### config.mk
export PLATFORM = sky130hd
export DESIGN_NAME = dac_wave_player
export DESIGN_NICKNAME = d
export VERILOG_FILES = /design/src/rtl/dac_wave_pkg.sv /design/src/rtl/dac_wave_chan.sv /design/src/rtl/dac_wave_player.sv
export SDC_FILE = /design/constraint.sdc
export NUM_CORES = 1
export LEC_CHECK = 0
export ABC_AREA = 0
export BUFFER_PORTS_ARGS = -buffer_cell sky130_fd_sc_hd__buf_2
export CAP_MARGIN = 10
export CORE_AREA = 4 4 124 126
export DETAILED_ROUTE_END_ITERATION = 7
export DIE_AREA = 0 0 128 130
export PLACE_DENSITY = 0.79
export REMOVE_ABC_BUFFERS = 1
export SYNTH_ARGS = -nofsm -noshare
export SYNTH_HDL_FRONTEND = slang
export SYNTH_SLANG_ARGS = --single-unit
### constraint.sdc
create_clock -name sys_clk -period 3.2 [get_ports sys_clk]
set_clock_uncertainty 0.15 [all_clocks]
set_input_delay 0.48 -clock sys_clk [delete_from_list [all_inputs] [get_ports sys_clk]]
set_output_delay 0.48 -clock sys_clk [all_outputs]
set_load 0.05 [all_outputs]
### src/rtl/dac_wave_pkg.sv
// Shared types and default sizing for the DAC waveform playback engine.
package dac_wave_pkg;

  // Per-channel playback state; also exported on the debug state bus.
  typedef enum logic [1:0] {
    IDLE = 2'd0,
    RUN  = 2'd1,
    DONE = 2'd2
  } wave_state_e;

  localparam int STATE_W    = 2;
  localparam int DEF_NUM_CH = 2;
  localparam int DEF_ADDR_W = 11;
  localparam int DEF_DATA_W = 14;
  localparam int DEF_DIV_W  = 16;

endpackage

### src/rtl/dac_wave_chan.sv
// Single playback channel: IDLE/RUN/DONE FSM, rate divider, address counter
// and the two-stage read pipeline that returns RAM data to the DAC register.
//
// Read interface: mem_rd_o is a one-cycle strobe qualifying mem_addr_o; the
// synchronous RAM returns the word on mem_data_i in the following cycle with
// no backpressure, so every strobe is tracked by pend_q exactly one cycle
// later and consumed (or dropped on disable/reset) on the next edge.
module dac_wave_chan
  import dac_wave_pkg::*;
#(
  parameter int                ADDR_W    = DEF_ADDR_W,
  parameter int                DATA_W    = DEF_DATA_W,
  parameter int                DIV_W     = DEF_DIV_W,
  parameter logic [DATA_W-1:0] IDLE_CODE = DATA_W'(1 << (DATA_W - 1))
) (
  input  logic                clk,
  input  logic                rst,
  input  logic                en_i,
  input  logic                oneshot_i,
  input  logic [ADDR_W-1:0]   len_i,
  input  logic [DIV_W-1:0]    div_i,
  output logic                mem_rd_o,
  output logic [ADDR_W-1:0]   mem_addr_o,
  input  logic [DATA_W-1:0]   mem_data_i,
  output logic [DATA_W-1:0]   dac_o,
  output logic                dac_vld_o,
  output logic                done_o,
  output logic [STATE_W-1:0]  state_o
);

  wave_state_e       state_q,     state_d;
  logic [ADDR_W-1:0] len_q,       len_d;
  logic [DIV_W-1:0]  div_q,       div_d;
  logic              oneshot_q,   oneshot_d;
  logic [ADDR_W-1:0] addr_q,      addr_d;
  logic [DIV_W-1:0]  cnt_q,       cnt_d;
  logic              rd_end_q,    rd_end_d;
  logic              rd_q,        rd_d;
  logic [ADDR_W-1:0] rd_addr_q,   rd_addr_d;
  logic              rd_last_q,   rd_last_d;
  logic              pend_q,      pend_d;
  logic              pend_last_q, pend_last_d;
  logic [DATA_W-1:0] dac_q,       dac_d;
  logic              vld_q,       vld_d;
  logic              done_q,      done_d;

  logic              at_last;
  logic              div_tick;

  assign at_last  = (addr_q == len_q);
  assign div_tick = (cnt_q == '0);

  // Next-state, counter and read-pipeline logic for one channel.
  always_comb begin
    state_d     = state_q;
    len_d       = len_q;
    div_d       = div_q;
    oneshot_d   = oneshot_q;
    addr_d      = addr_q;
    cnt_d       = cnt_q;
    rd_end_d    = rd_end_q;
    rd_d        = 1'b0;
    rd_addr_d   = rd_addr_q;
    rd_last_d   = 1'b0;
    pend_d      = rd_q;
    pend_last_d = rd_last_q;
    dac_d       = dac_q;
    vld_d       = 1'b0;
    done_d      = done_q;

    case (state_q)
      IDLE: begin
        dac_d  = IDLE_CODE;
        done_d = 1'b0;
        if (en_i) begin
          // Configuration is captured here and frozen for the whole run.
          len_d     = len_i;
          div_d     = div_i;
          oneshot_d = oneshot_i;
          addr_d    = '0;
          cnt_d     = '0;
          rd_end_d  = 1'b0;
          state_d   = RUN;
        end
      end

      RUN: begin
        cnt_d = (cnt_q == div_q) ? '0 : cnt_q + DIV_W'(1);

        if (div_tick && !rd_end_q) begin
          rd_d      = 1'b1;
          rd_addr_d = addr_q;
          rd_last_d = at_last;
          if (at_last) begin
            addr_d = '0;
            // One-shot stops fetching after the final address.
            if (oneshot_q) begin
              rd_end_d = 1'b1;
            end
          end else begin
            addr_d = addr_q + ADDR_W'(1);
          end
        end

        if (pend_q) begin
          dac_d = mem_data_i;
          vld_d = 1'b1;
          // done rises together with the final sample's valid pulse.
          if (pend_last_q && oneshot_q) begin
            state_d = DONE;
            done_d  = 1'b1;
          end
        end
      end

      DONE: begin
        done_d = 1'b1;
      end

      default: begin
        state_d = IDLE;
        dac_d   = IDLE_CODE;
        done_d  = 1'b0;
      end
    endcase

    // Disable wins over everything, including a read already in flight.
    if (!en_i) begin
      state_d     = IDLE;
      rd_d        = 1'b0;
      rd_last_d   = 1'b0;
      pend_d      = 1'b0;
      pend_last_d = 1'b0;
      vld_d       = 1'b0;
      dac_d       = IDLE_CODE;
      done_d      = 1'b0;
    end
  end

  // State, counters and registered outputs; synchronous reset.
  always_ff @(posedge clk) begin
    if (rst) begin
      state_q     <= IDLE;
      len_q       <= '0;
      div_q       <= '0;
      oneshot_q   <= 1'b0;
      addr_q      <= '0;
      cnt_q       <= '0;
      rd_end_q    <= 1'b0;
      rd_q        <= 1'b0;
      rd_addr_q   <= '0;
      rd_last_q   <= 1'b0;
      pend_q      <= 1'b0;
      pend_last_q <= 1'b0;
      dac_q       <= IDLE_CODE;
      vld_q       <= 1'b0;
      done_q      <= 1'b0;
    end else begin
      state_q     <= state_d;
      len_q       <= len_d;
      div_q       <= div_d;
      oneshot_q   <= oneshot_d;
      addr_q      <= addr_d;
      cnt_q       <= cnt_d;
      rd_end_q    <= rd_end_d;
      rd_q        <= rd_d;
      rd_addr_q   <= rd_addr_d;
      rd_last_q   <= rd_last_d;
      pend_q      <= pend_d;
      pend_last_q <= pend_last_d;
      dac_q       <= dac_d;
      vld_q       <= vld_d;
      done_q      <= done_d;
    end
  end

  assign mem_rd_o   = rd_q;
  assign mem_addr_o = rd_addr_q;
  assign dac_o      = dac_q;
  assign dac_vld_o  = vld_q;
  assign done_o     = done_q;
  assign state_o    = state_q;

endmodule

### src/rtl/dac_wave_player.sv
// Multi-channel waveform player: one independent dac_wave_chan per channel,
// with flattened per-channel buses (channel k at slice [k*W +: W]).
module dac_wave_player
  import dac_wave_pkg::*;
#(
  parameter int                NUM_CH    = DEF_NUM_CH,
  parameter int                ADDR_W    = DEF_ADDR_W,
  parameter int                DATA_W    = DEF_DATA_W,
  parameter int                DIV_W     = DEF_DIV_W,
  parameter logic [DATA_W-1:0] IDLE_CODE = DATA_W'(1 << (DATA_W - 1))
) (
  input  logic                        sys_clk,
  input  logic                        sys_rst,
  input  logic [NUM_CH-1:0]           en_i,
  input  logic [NUM_CH-1:0]           oneshot_i,
  input  logic [NUM_CH*ADDR_W-1:0]    len_i,
  input  logic [NUM_CH*DIV_W-1:0]     div_i,
  output logic [NUM_CH-1:0]           mem_rd_o,
  output logic [NUM_CH*ADDR_W-1:0]    mem_addr_o,
  input  logic [NUM_CH*DATA_W-1:0]    mem_data_i,
  output logic [NUM_CH*DATA_W-1:0]    dac_o,
  output logic [NUM_CH-1:0]           dac_vld_o,
  output logic [NUM_CH-1:0]           done_o,
  output logic [NUM_CH*STATE_W-1:0]   dbg_state_o
);

  // One channel instance per slice; nothing is shared between channels.
  for (genvar g = 0; g < NUM_CH; g++) begin : g_ch
    dac_wave_chan #(
      .ADDR_W    (ADDR_W),
      .DATA_W    (DATA_W),
      .DIV_W     (DIV_W),
      .IDLE_CODE (IDLE_CODE)
    ) u_chan (
      .clk        (sys_clk),
      .rst        (sys_rst),
      .en_i       (en_i[g]),
      .oneshot_i  (oneshot_i[g]),
      .len_i      (len_i[g*ADDR_W +: ADDR_W]),
      .div_i      (div_i[g*DIV_W +: DIV_W]),
      .mem_rd_o   (mem_rd_o[g]),
      .mem_addr_o (mem_addr_o[g*ADDR_W +: ADDR_W]),
      .mem_data_i (mem_data_i[g*DATA_W +: DATA_W]),
      .dac_o      (dac_o[g*DATA_W +: DATA_W]),
      .dac_vld_o  (dac_vld_o[g]),
      .done_o     (done_o[g]),
      .state_o    (dbg_state_o[g*STATE_W +: STATE_W])
    );
  end

endmodule

==> qor.yml, run 1 <==
setup_path:
  r2r-end: "g_ch[0].u_chan.rd_last_q"
  path_max_fanout: 12
  reg2reg_depth: 7
  worstSetupPathType: "flop to flop"
  crit_path_start: "g_ch[0].u_chan.cnt_q[0]"
  critPathMaxStageDelay_ps: 510
  rrSetupSlack_ps: 530
  crit_path_start_kind: "flop"
  cp-endpoint: "g_ch[0].u_chan.rd_last_q"
  worst-path-buf-inv: 1
  crit_family: "simple AND/OR/NAND/NOR gates"
  crit_chain: "inv_1 > ha_1 > or4b_1 > nor4_1 > nand2_1 > nor2_1 > nor4b_1"
  r2r_start: "g_ch[0].u_chan.cnt_q[0]"
  critPathSlowestCell: "or4b_1"
  critical_path_depth: 7
  cp.required_ps: 3370
  critPathArrivalTime_ps: 2840
  end_kind: "flop"
global_routing:
  grt_overflow_total: 0
  grt_max_degree: 42
  antenna_found_initial: 1
  grt_pass1_vias: 6048
  grt_util_all_layers_pct: 21.8
  grt_pass1_wl_um: 29400
pwr:
  p_leak_nw: 3.93
  vdd_ir_drop_max_v: 0.000408
  p_per_area_nw_per_um2: 531
cts:
  cts_resized: 0
  clk_pin_slew_ps: 70
  root_buffer: "clkbuf_16"
  worstSkewPairLatency_ps: 430
  numCtsBuffers: 17
  clock-sinks: 178
  postCtsSetupRepairBufs: 0
  cts_hold_buf: 0
  cts_tree: "done"
  clockBufferDepth: 2
  htreeDepth: 4
sta:
  hold_viol_final: 0
  whs_ps: 130
  worstMarginPinSlew_ps: 1050
  fin_crit_sh_pct: 83.4
  rsz0062_at_grt: "false"
  drv_slew: 0
  max_freq_mhz: 375
  setup_viol: 0
  tns_ps: 0
  max-slew-margin-rel_pct: 29.5
  fin_ws_ps: 532
  finalCriticalPeriod_ps: 2670
layout:
  drive_gt1_share_pct: 18.9
  utilization_pct: 64.0
  finalNetCount: 1148
  diodes: 0
  area_delta_synth_final_pct: 17.8
synth:
  synthTopCellsByArea: "dfxtp_1, nand2_1, a21oi_1"
  syn_inst: 927
  synth_seq_cells: 178
  ys.flop_type: "dfxtp_1"
  async_flop_share_pct: 0
  synth-edff-count: 0
  yosysWarningCount: 0
  synth_top_cell_by_area: "dfxtp_1"
  avgSynthCellArea_um2: 8.38
  netlist_area_um2: 7770
  yosys.area.top_type_share_pct: 45.8
  seq_area_frac_synth_pct: 45.8
  synth_cell_types: 49
detailed_routing:
  postRouteAntennaNets: 0
  postRouteWirelength_um: 18200
  dr.pass1.iters: 5
  post_drt_via_cell_ratio: 5.28
  dr_total_vias: 6574
  drtIter0Drc: 378
  drc: 0
  wl_per_cell_um: 14.6
floorplan:
  core-area_um2: 14300
  die-area_um2: 16600
  rows: 44
  initial_core_util_pct: 54.3
  die_x_um: 128
  die_h_um: 130
  design.portCount: 148
min_path:
  hp-class: "primary input to flop"
  hp-start: "div_i[6]"
placed_design:
  pre_cts_slack_ps: 568
  hpwl_um: 12900
  port_buffers: 147
  gp_congestion: 0.869
run:
  cap_violations: 0
run_status:
  status: "complete, no violations"
==> worst register-to-register path, stage by stage (launching register included) <==
cell     delay, ps
dfxtp_1        380
inv_1          100
ha_1           150
or4b_1         510
nor4_1         250
nand2_1        450
nor2_1         270
nor4b_1        300
==> layout make-up <==
cell class	count	area [µm²]
fillers	1238	5160
multi-input cells	673	3890
flip-flops and latches	178	3560
repair buffers	159	826
clock buffers	18	429
well taps	184	230
clock inverters	14	139
inverters	19	71.3
==> stage by stage <==
step,cells,instance area (µm²),power (mW)
after floorplan,870,7530,2.71
after global placement,1213,8590,2.89
after detailed placement,1213,8590,2.90
after CTS,1245,9150,4.90
after global routing,1245,9150,5.06
final,1245,9150,4.86
==> flip-flops by register name, summed over array words and instances, names as in the netlist <==
register / flops
g_ch.u_chan.done_o: 2
g_ch.u_chan.cnt_q: 32
g_ch.u_chan.rd_last_q: 2
g_ch.u_chan.oneshot_q: 2
g_ch.u_chan.dac_vld_o: 2
g_ch.u_chan.div_q: 32
g_ch.u_chan.mem_rd_o: 2
g_ch.u_chan.pend_q: 2
g_ch.u_chan.mem_addr_o: 22
g_ch.u_chan.state_o: 4
g_ch.u_chan.pend_last_q: 2
g_ch.u_chan.len_q: 22
g_ch.u_chan.addr_q: 22
g_ch.u_chan.dac_o: 28
g_ch.u_chan.rd_end_q: 2
==> how the worst min path moves through the flow <==
| stage | endpoint | slack (ps) | cells after the start |
|---|---|---|---|
| after floorplan | g_ch[0].u_chan.pend_last_q | 260 | 1 |
| after global placement | g_ch[1].u_chan.pend_last_q | 260 | 1 |
| after detailed placement | g_ch[1].u_chan.pend_last_q | 270 | 1 |
| after CTS | g_ch[0].u_chan.div_q[6] | 120 | 3 |
| after global routing | g_ch[0].u_chan.div_q[1] | 130 | 3 |
| final | g_ch[0].u_chan.div_q[6] | 130 | 3 |
==> power breakdown <==
part	leakage (nW)	switching [mW]	internal (mW)	total [mW]
clock	0.276	0.866	1.15	2.01
combinational	2.21	0.319	0.194	0.512
sequential	1.44	0.0569	2.28	2.34
total	3.93	1.24	3.62	4.86
==> synthesized netlist by cell type, drive strengths merged (4+ instances only) <==
cell and number:
nand2 151, inv 19, nand3 25, and4 6, and3 13, nor3 11
xnor2 54, clkbuf 41, nor4 16, mux2i 26, a21oi 107, buf 16
o21ai 6, or4 4, nor2 118, nor2b 16, nand4 24, xor2 45
dfxtp 178, ha 12, and2 8
==> cell usage in the layout (no fill, tap or decap), drive strengths merged, types with 2 or more instances in the layout <==
master    count
mux2          2
nand4        24
nand3        25
nor4         16
clkbuf       18
and4          6
a41oi         3
nor3         11
a21oi       107
dfxtp       178
xnor2        54
o221a         2
mux2i        26
o41ai         3
buf         159
nor3b         2
inv          21
bufinv        2
nor2        118
xor2         45
nand2       151
clkinvlp      3
o31ai         2
a211oi        2
nor4b         2
o21ai         6
or4           4
and2          8
nor2b        16
a21o          3
clkinv        7
and3         13
ha           12
==> per-layer routing <==
layer | vias up | global-route usage [%] | share of wire (%)
li1 | 3343 | - | -
met1 | 3058 | 27.3 | 44
met2 | 150 | 37.4 | 50
met3 | 21 | 5.73 | 5.3
met4 | 2 | 5.62 | 1.3
met5 | - | 0 | 0.044
==> logic make-up after synthesis <==
| family | synth area share (%) |
|---|---|
| AND/OR/NAND/NOR | 23.8 |
| flip-flops | 45.8 |
| AO/OA/AOI/OAI | 9.53 |
| XOR/XNOR | 11.2 |
| buffers and inverters | 4.09 |
| multiplexers | 3.64 |
| adder cells (fa/ha/maj) | 1.93 |
(Power assumes the default switching activity.)
==> run 2, diff against run 1 <==
Clock period 3.2 ns to 2.8 ns, I/O delays scaled along.
==> qor.yml, run 2 (synthesis gave the netlist of run 1 again) <==
floorplan:
  initial_core_util_pct: 54.3
  core-area_um2: 14300
  die_h_um: 130
  die_x_um: 128
  rows: 44
  die-area_um2: 16600
  design.portCount: 148
placed_design:
  gp_congestion: 0.924
  port_buffers: 147
  hpwl_um: 12700
  dpl_cell_area_um2: 8640
pwr:
  comb_power_share_pct: 10.7
  p_switching_mw: 1.35
  p_sw_share_pct: 24.5
  p_int_mw: 4.17
  p_per_area_nw_per_um2: 601
  clock_power_share_pct: 40.8
  seqPwrFrac_pct: 48.4
  vdd_ir_drop_max_v: 0.000412
  p_leak_nw: 3.95
global_routing:
  grt_max_degree: 85
  grt_pass1_vias: 6297
  grt_overflow_total: 0
  grt_util_all_layers_pct: 21.6
  grt_pass1_wl_um: 29300
  antenna_found_initial: 1
run:
  cap_violations: 0
layout:
  final_cell_mix: "dfxtp_1, nand2_1, buf_2"
  final_area_um2: 9190
  drive_gt1_share_pct: 18.9
  fillerInstances: 1220
  multiInputGateArea_um2: 3890
  finalNetCount: 1154
  area_delta_synth_final_pct: 18.2
  mostFrequentLayoutCell: "dfxtp_1"
  diodes: 0
  seqCellArea_um2: 3560
cts:
  cts_hold_buf: 0
  htreeDepth: 4
  clock-sinks: 178
  numCtsBuffers: 17
  postCtsSetupRepairBufs: 0
  cts_tree: "done"
  clk_pin_slew_ps: 60
  cts_resized: 0
  clockBufferDepth: 2
  root_buffer: "clkbuf_16"
  worstSkewPairLatency_ps: 430
setup_path:
  end_kind: "flop"
  r2r_start: "g_ch[0].u_chan.cnt_q[0]"
  worstSetupPathType: "flop to flop"
  critPathArrivalTime_ps: 2650
  crit_path_start_kind: "flop"
  rrSetupSlack_ps: 350
  path_max_fanout: 7
  cp.required_ps: 3010
  cp-endpoint: "g_ch[0].u_chan.addr_q[10]"
  reg2reg_depth: 7
  r2r-end: "g_ch[0].u_chan.addr_q[10]"
  crit_path_start: "g_ch[0].u_chan.cnt_q[0]"
sta:
  fin_crit_sh_pct: 87.4
  rsz0062_at_grt: "false"
  tns_ps: 0
  hold_viol_final: 0
  max_freq_mhz: 408
  finalCriticalPeriod_ps: 2450
  drv_slew: 0
  max-slew-margin-rel_pct: 35.5
  worstMarginPinSlew_ps: 955
  setup_viol: 0
run_status:
  status: "complete, no violations"
detailed_routing:
  postRouteWirelength_um: 17800
  dr.pass1.iters: 5
  dr_total_vias: 6603
  postRouteAntennaNets: 0
  drc: 0
  drtIter0Drc: 331
  post_drt_via_cell_ratio: 5.30
  wl_per_cell_um: 14.3
min_path:
  holdPathStages: 3
  hp-class: "primary input to flop"
## run 2: cell count changes in the layout (fill, tap and decap cells not counted), sizes merged
cell,change
clkinv,-5
inv,-2
clkbuf,+3
buf,+6
clkinvlp,-1
## run 2: area by class of cell
cell class | count | area share (%)
multi-input cells | 673 | 42.4
flip-flops and latches | 178 | 38.8
repair buffers | 165 | 9.61
clock buffers | 21 | 5.01
well taps | 184 | 2.51
clock inverters | 6 | 0.926
inverters | 19 | 0.776
## run 2: power by group through the flow
| stage | logic [mW] | registers (mW) | clock network [mW] |
|---|---|---|---|
| floorplan | 0.343 | 2.75 | 0 |
| global placement | 0.584 | 2.73 | 0 |
| detailed placement | 0.597 | 2.73 | 0 |
| CTS | 0.600 | 2.67 | 2.30 |
| global route | 0.666 | 2.68 | 2.41 |
| finish | 0.594 | 2.68 | 2.26 |
## run 2: layer usage
metal / vias to the layer above / track usage (%) / share of wire (%)
met3: 29 / 5.36 / 6.3
met1: 3031 / 26.6 / 44
met4: 2 / 6.74 / 1.7
li1: 3349 / - / -
met2: 192 / 37.5 / 48
met5: - / 0 / 0.084
## run 2: how the worst min path moves through the flow
stage                        startpoint                         end  slack, ps
2_1_floorplan  g_ch[0].u_chan.rd_last_q  g_ch[0].u_chan.pend_last_q        260
3_3_place_gp   g_ch[1].u_chan.rd_last_q  g_ch[1].u_chan.pend_last_q        260
3_5_place_dp   g_ch[0].u_chan.rd_last_q  g_ch[0].u_chan.pend_last_q        270
4_1_cts                       len_i[21]    g_ch[1].u_chan.len_q[10]         60
5_1_grt                   mem_data_i[2]     g_ch[0].u_chan.dac_o[2]         70
6_report                      div_i[28]    g_ch[1].u_chan.div_q[12]         70
## run 2: per-stage QoR
stage	total power, mW	instances	utilization, %	hold slack [ps]	setup WS (ps)
2_1_floorplan	3.09	870	-	256	14.6
3_3_place_gp	3.31	1219	60.4	258	430
3_5_place_dp	3.33	1219	60.4	267	365
4_1_cts	5.58	1246	64.2	63.1	338
5_1_grt	5.76	1246	64.2	70.6	178
6_report	5.53	1246	64.2	73.1	352
## run 2: critical path, stage by stage, from the launching register on
cell,delay (ps)
dfxtp_1,380
inv_1,90
ha_1,130
or4b_1,490
o41ai_4,380
nand3_2,170
or4_1,430
a21oi_1,160
==> run 3, diff against run 2 <==
--- a/config.mk
+++ b/config.mk
@@ -6,10 +6,11 @@
 export NUM_CORES = 1
 export LEC_CHECK = 0
-export ABC_AREA = 0
+export ABC_AREA = 1
 export BUFFER_PORTS_ARGS = -buffer_cell sky130_fd_sc_hd__buf_2
 export CAP_MARGIN = 10
-export CORE_AREA = 4 4 124 126
+export CORE_AREA = 4 4 125 127
 export DETAILED_ROUTE_END_ITERATION = 7
-export DIE_AREA = 0 0 128 130
+export DIE_AREA = 0 0 129 131
+export MAX_ROUTING_LAYER = met4
 export PLACE_DENSITY = 0.79
 export REMOVE_ABC_BUFFERS = 1
--- a/constraint.sdc
+++ b/constraint.sdc
@@ -3,3 +3,3 @@
 set_input_delay 0.42 -clock sys_clk [delete_from_list [all_inputs] [get_ports sys_clk]]
 set_output_delay 0.42 -clock sys_clk [all_outputs]
-set_load 0.05 [all_outputs]
+set_load 0.1 [all_outputs]
==> qor.yml, run 3 <==
detailed_routing:
  dr_total_vias: 7446
  post_drt_via_cell_ratio: 5.11
  drc: 0
  dr.pass1.iters: 5
  drtIter0Drc: 481
  wl_per_cell_um: 12.9
  postRouteWirelength_um: 18800
  postRouteAntennaNets: 0
sta:
  rsz0062_at_grt: "false"
  hold_viol_final: 0
  fin_crit_sh_pct: 83.4
  fin_ws_ps: 466
  max-slew-margin-rel_pct: 59.9
  drv_slew: 0
  finalCriticalPeriod_ps: 2330
  worstMarginPinSlew_ps: 599
  setup_viol: 0
  max_freq_mhz: 428
run_status:
  status: "complete, no violations"
setup_path:
  cpMostUsedCell: "nor2_1"
  crit_family: "buffers and inverters"
  critPathMaxStageDelay_ps: 580
  end_kind: "flop"
  crit_path_start: "g_ch[1].u_chan.state_o[0]"
  cp.required_ps: 2970
  worst-path-buf-inv: 3
  r2r_start: "g_ch[1].u_chan.state_o[0]"
  critPathSlowestCell: "clkinv_1"
  crit_chain: "inv_1 > ha_1 > nand2_1 > buf_4 > clkinv_1 > nor2_1 > nor2_1"
  crit_path_start_kind: "flop"
  worstSetupPathType: "flop to flop"
  reg2reg_depth: 7
  critPathArrivalTime_ps: 2510
  critical_path_depth: 7
  path_max_fanout: 39
layout:
  final_cell_mix: "nor2_1, nand2_1, dfxtp_1"
  instances_no_fill: 1458
  fillerInstances: 1288
  finalNetCount: 1360
  final_area_um2: 9520
  mostFrequentLayoutCell: "nor2_1"
  drive_gt1_share_pct: 16.2
  utilization_pct: 66.0
  area_delta_synth_final_pct: 18.9
global_routing:
  grt_overflow_total: 0
  met2_usage_pct: 35.9
  grt_util_all_layers_pct: 23.2
  top_usage_layer: "met2"
  grt_pass1_vias: 6710
  grt_max_degree: 46
  gr-usage-met1_pct: 30.1
  grt_pass1_wl_um: 31000
  antenna_found_initial: 0
  met3_usage_pct: 4.27
synth:
  yosys.area.top_type_share_pct: 44.5
  synth.top_cells.by_count: "nor2_1, nand2_1, dfxtp_1, inv_1, o21ai_0"
  synth-edff-count: 0
  ys.flop_type: "dfxtp_1"
  synthMuxAreaShare_pct: 0
  synth_adder_area_share_pct: 1.88
  synth_cell_types: 34
  synthXorXnorAreaFrac_pct: 5.25
  synth_simple_gate_area_share_pct: 26.8
  syn_inst: 1125
  synth_seq_cells: 178
  yosysWarningCount: 0
  synthTopCellsByArea: "dfxtp_1, nor2_1, nand2_1"
  avgSynthCellArea_um2: 7.11
  async_flop_share_pct: 0
  netlist_area_um2: 8000
  synth_top_family_by_area: "simple AND/OR/NAND/NOR gates"
  synth.most_common_cell: "nor2_1"
  seq_area_frac_synth_pct: 44.5
  synth_top_cell_by_area: "dfxtp_1"
  synth_compound_area_share_pct: 13.2
pwr:
  p_int_mw: 4.55
  vdd_ir_drop_max_v: 0.000412
  comb_power_share_pct: 15.6
  power.total_mw: 6.34
  seqPwrFrac_pct: 43.3
  p_switching_mw: 1.80
  p_leak_nw: 4.16
  p_sw_share_pct: 28.3
  clock_power_share_pct: 41.1
  p_per_area_nw_per_um2: 667
floorplan:
  die_h_um: 131
  rows: 44
  die_x_um: 129
  initial_core_util_pct: 55.5
  die-area_um2: 16900
  core-area_um2: 14400
  design.portCount: 148
cts:
  htreeDepth: 4
  cts_hold_buf: 0
  postCtsSetupRepairBufs: 0
  numCtsBuffers: 17
  clock-sinks: 178
  cts_resized: 0
  worstSkewPairLatency_ps: 430
  clk_pin_slew_ps: 70
  root_buffer: "clkbuf_16"
  clockBufferDepth: 2
  cts_tree: "done"
placed_design:
  gp_congestion: 0.916
  hpwl_um: 13500
  pre_cts_slack_ps: 474
  port_buffers: 147
  dpl_cell_area_um2: 8860
  placed_cells: 1425
min_path:
  holdPathStages: 3
  hp-class: "primary input to flop"
  hp-start: "mem_data_i[13]"
run:
  cap_violations: 0
-- run 3: cell types whose count changed in the layout (fill, tap and decap cells not counted), sizes merged, moves of 10 or more --
cell / delta
a21oi: -32
a22oi: +10
and3: -13
inv: +101
mux2i: -26
nand2: +46
nand3: +17
nor2: +110
nor2b: -16
nor3: +22
nor4: -14
o21ai: +103
xnor2: -31
xor2: -20
-- run 3: final cells by class --
type                       count  area (µm²)  area share (%)
antenna                        1        2.50          0.0263
clock buffer                  20         447            4.69
clock inverter                12         205            2.16
inverter                     120         450            4.73
multi-input combinational    783        3770            39.6
sequential                   178        3560            37.4
tap                          184         230            2.42
timing repair buffer         160         846            8.89
-- run 3: stage by stage --
step	hold WS, ps	setup TNS, ps
after floorplan	244	-24550
after global placement	248	0
after detailed placement	252	0
after CTS	58.4	0
after global routing	86.8	0
final	76.2	0
-- run 3: worst paths after layout --
check	end	slack (ps)
hold reg to reg	g_ch[0].u_chan.pend_last_q	260
setup reg to reg	g_ch[1].u_chan.len_q[2]	470
hold / removal	g_ch[0].u_chan.dac_o[13]	80
setup / recovery	g_ch[1].u_chan.len_q[2]	470
-- run 3: worst register-to-register path, cell delays in order, from the launching register on --
cell and delay (ps):
dfxtp_1 370, inv_1 90, ha_1 240, nand2_1 100
buf_4 360, clkinv_1 590, nor2_1 260, nor2_1 70
-- run 3: power by group through the flow --
stage | clock network, mW | logic, mW | registers [mW]
2_1_floorplan | 0 | 0.451 | 3.07
6_report | 2.61 | 0.989 | 2.75
5_1_grt | 2.75 | 1.10 | 2.76
3_3_place_gp | 0 | 0.971 | 2.80
4_1_cts | 2.65 | 0.992 | 2.75
3_5_place_dp | 0 | 0.987 | 2.80
-- run 3: cells by family (layout without fill, tap and decap cells) --
kind of cell	count (synthesis)	count (layout)
and+or+nand+nor	524	524
AOI/OAI and AO/OA	199	199
DFF	178	178
buffers and inverters	164	312
xor gates and xnor gates	48	48
adders and majority gates	12	12
other	0	1
-- run 3: layer usage --
layer / share of wire (%) / wire [µm]
met1: 47 / 8740
met5: 0 / 0
met4: 2.0 / 370
met2: 45 / 8530
met3: 6.1 / 1150
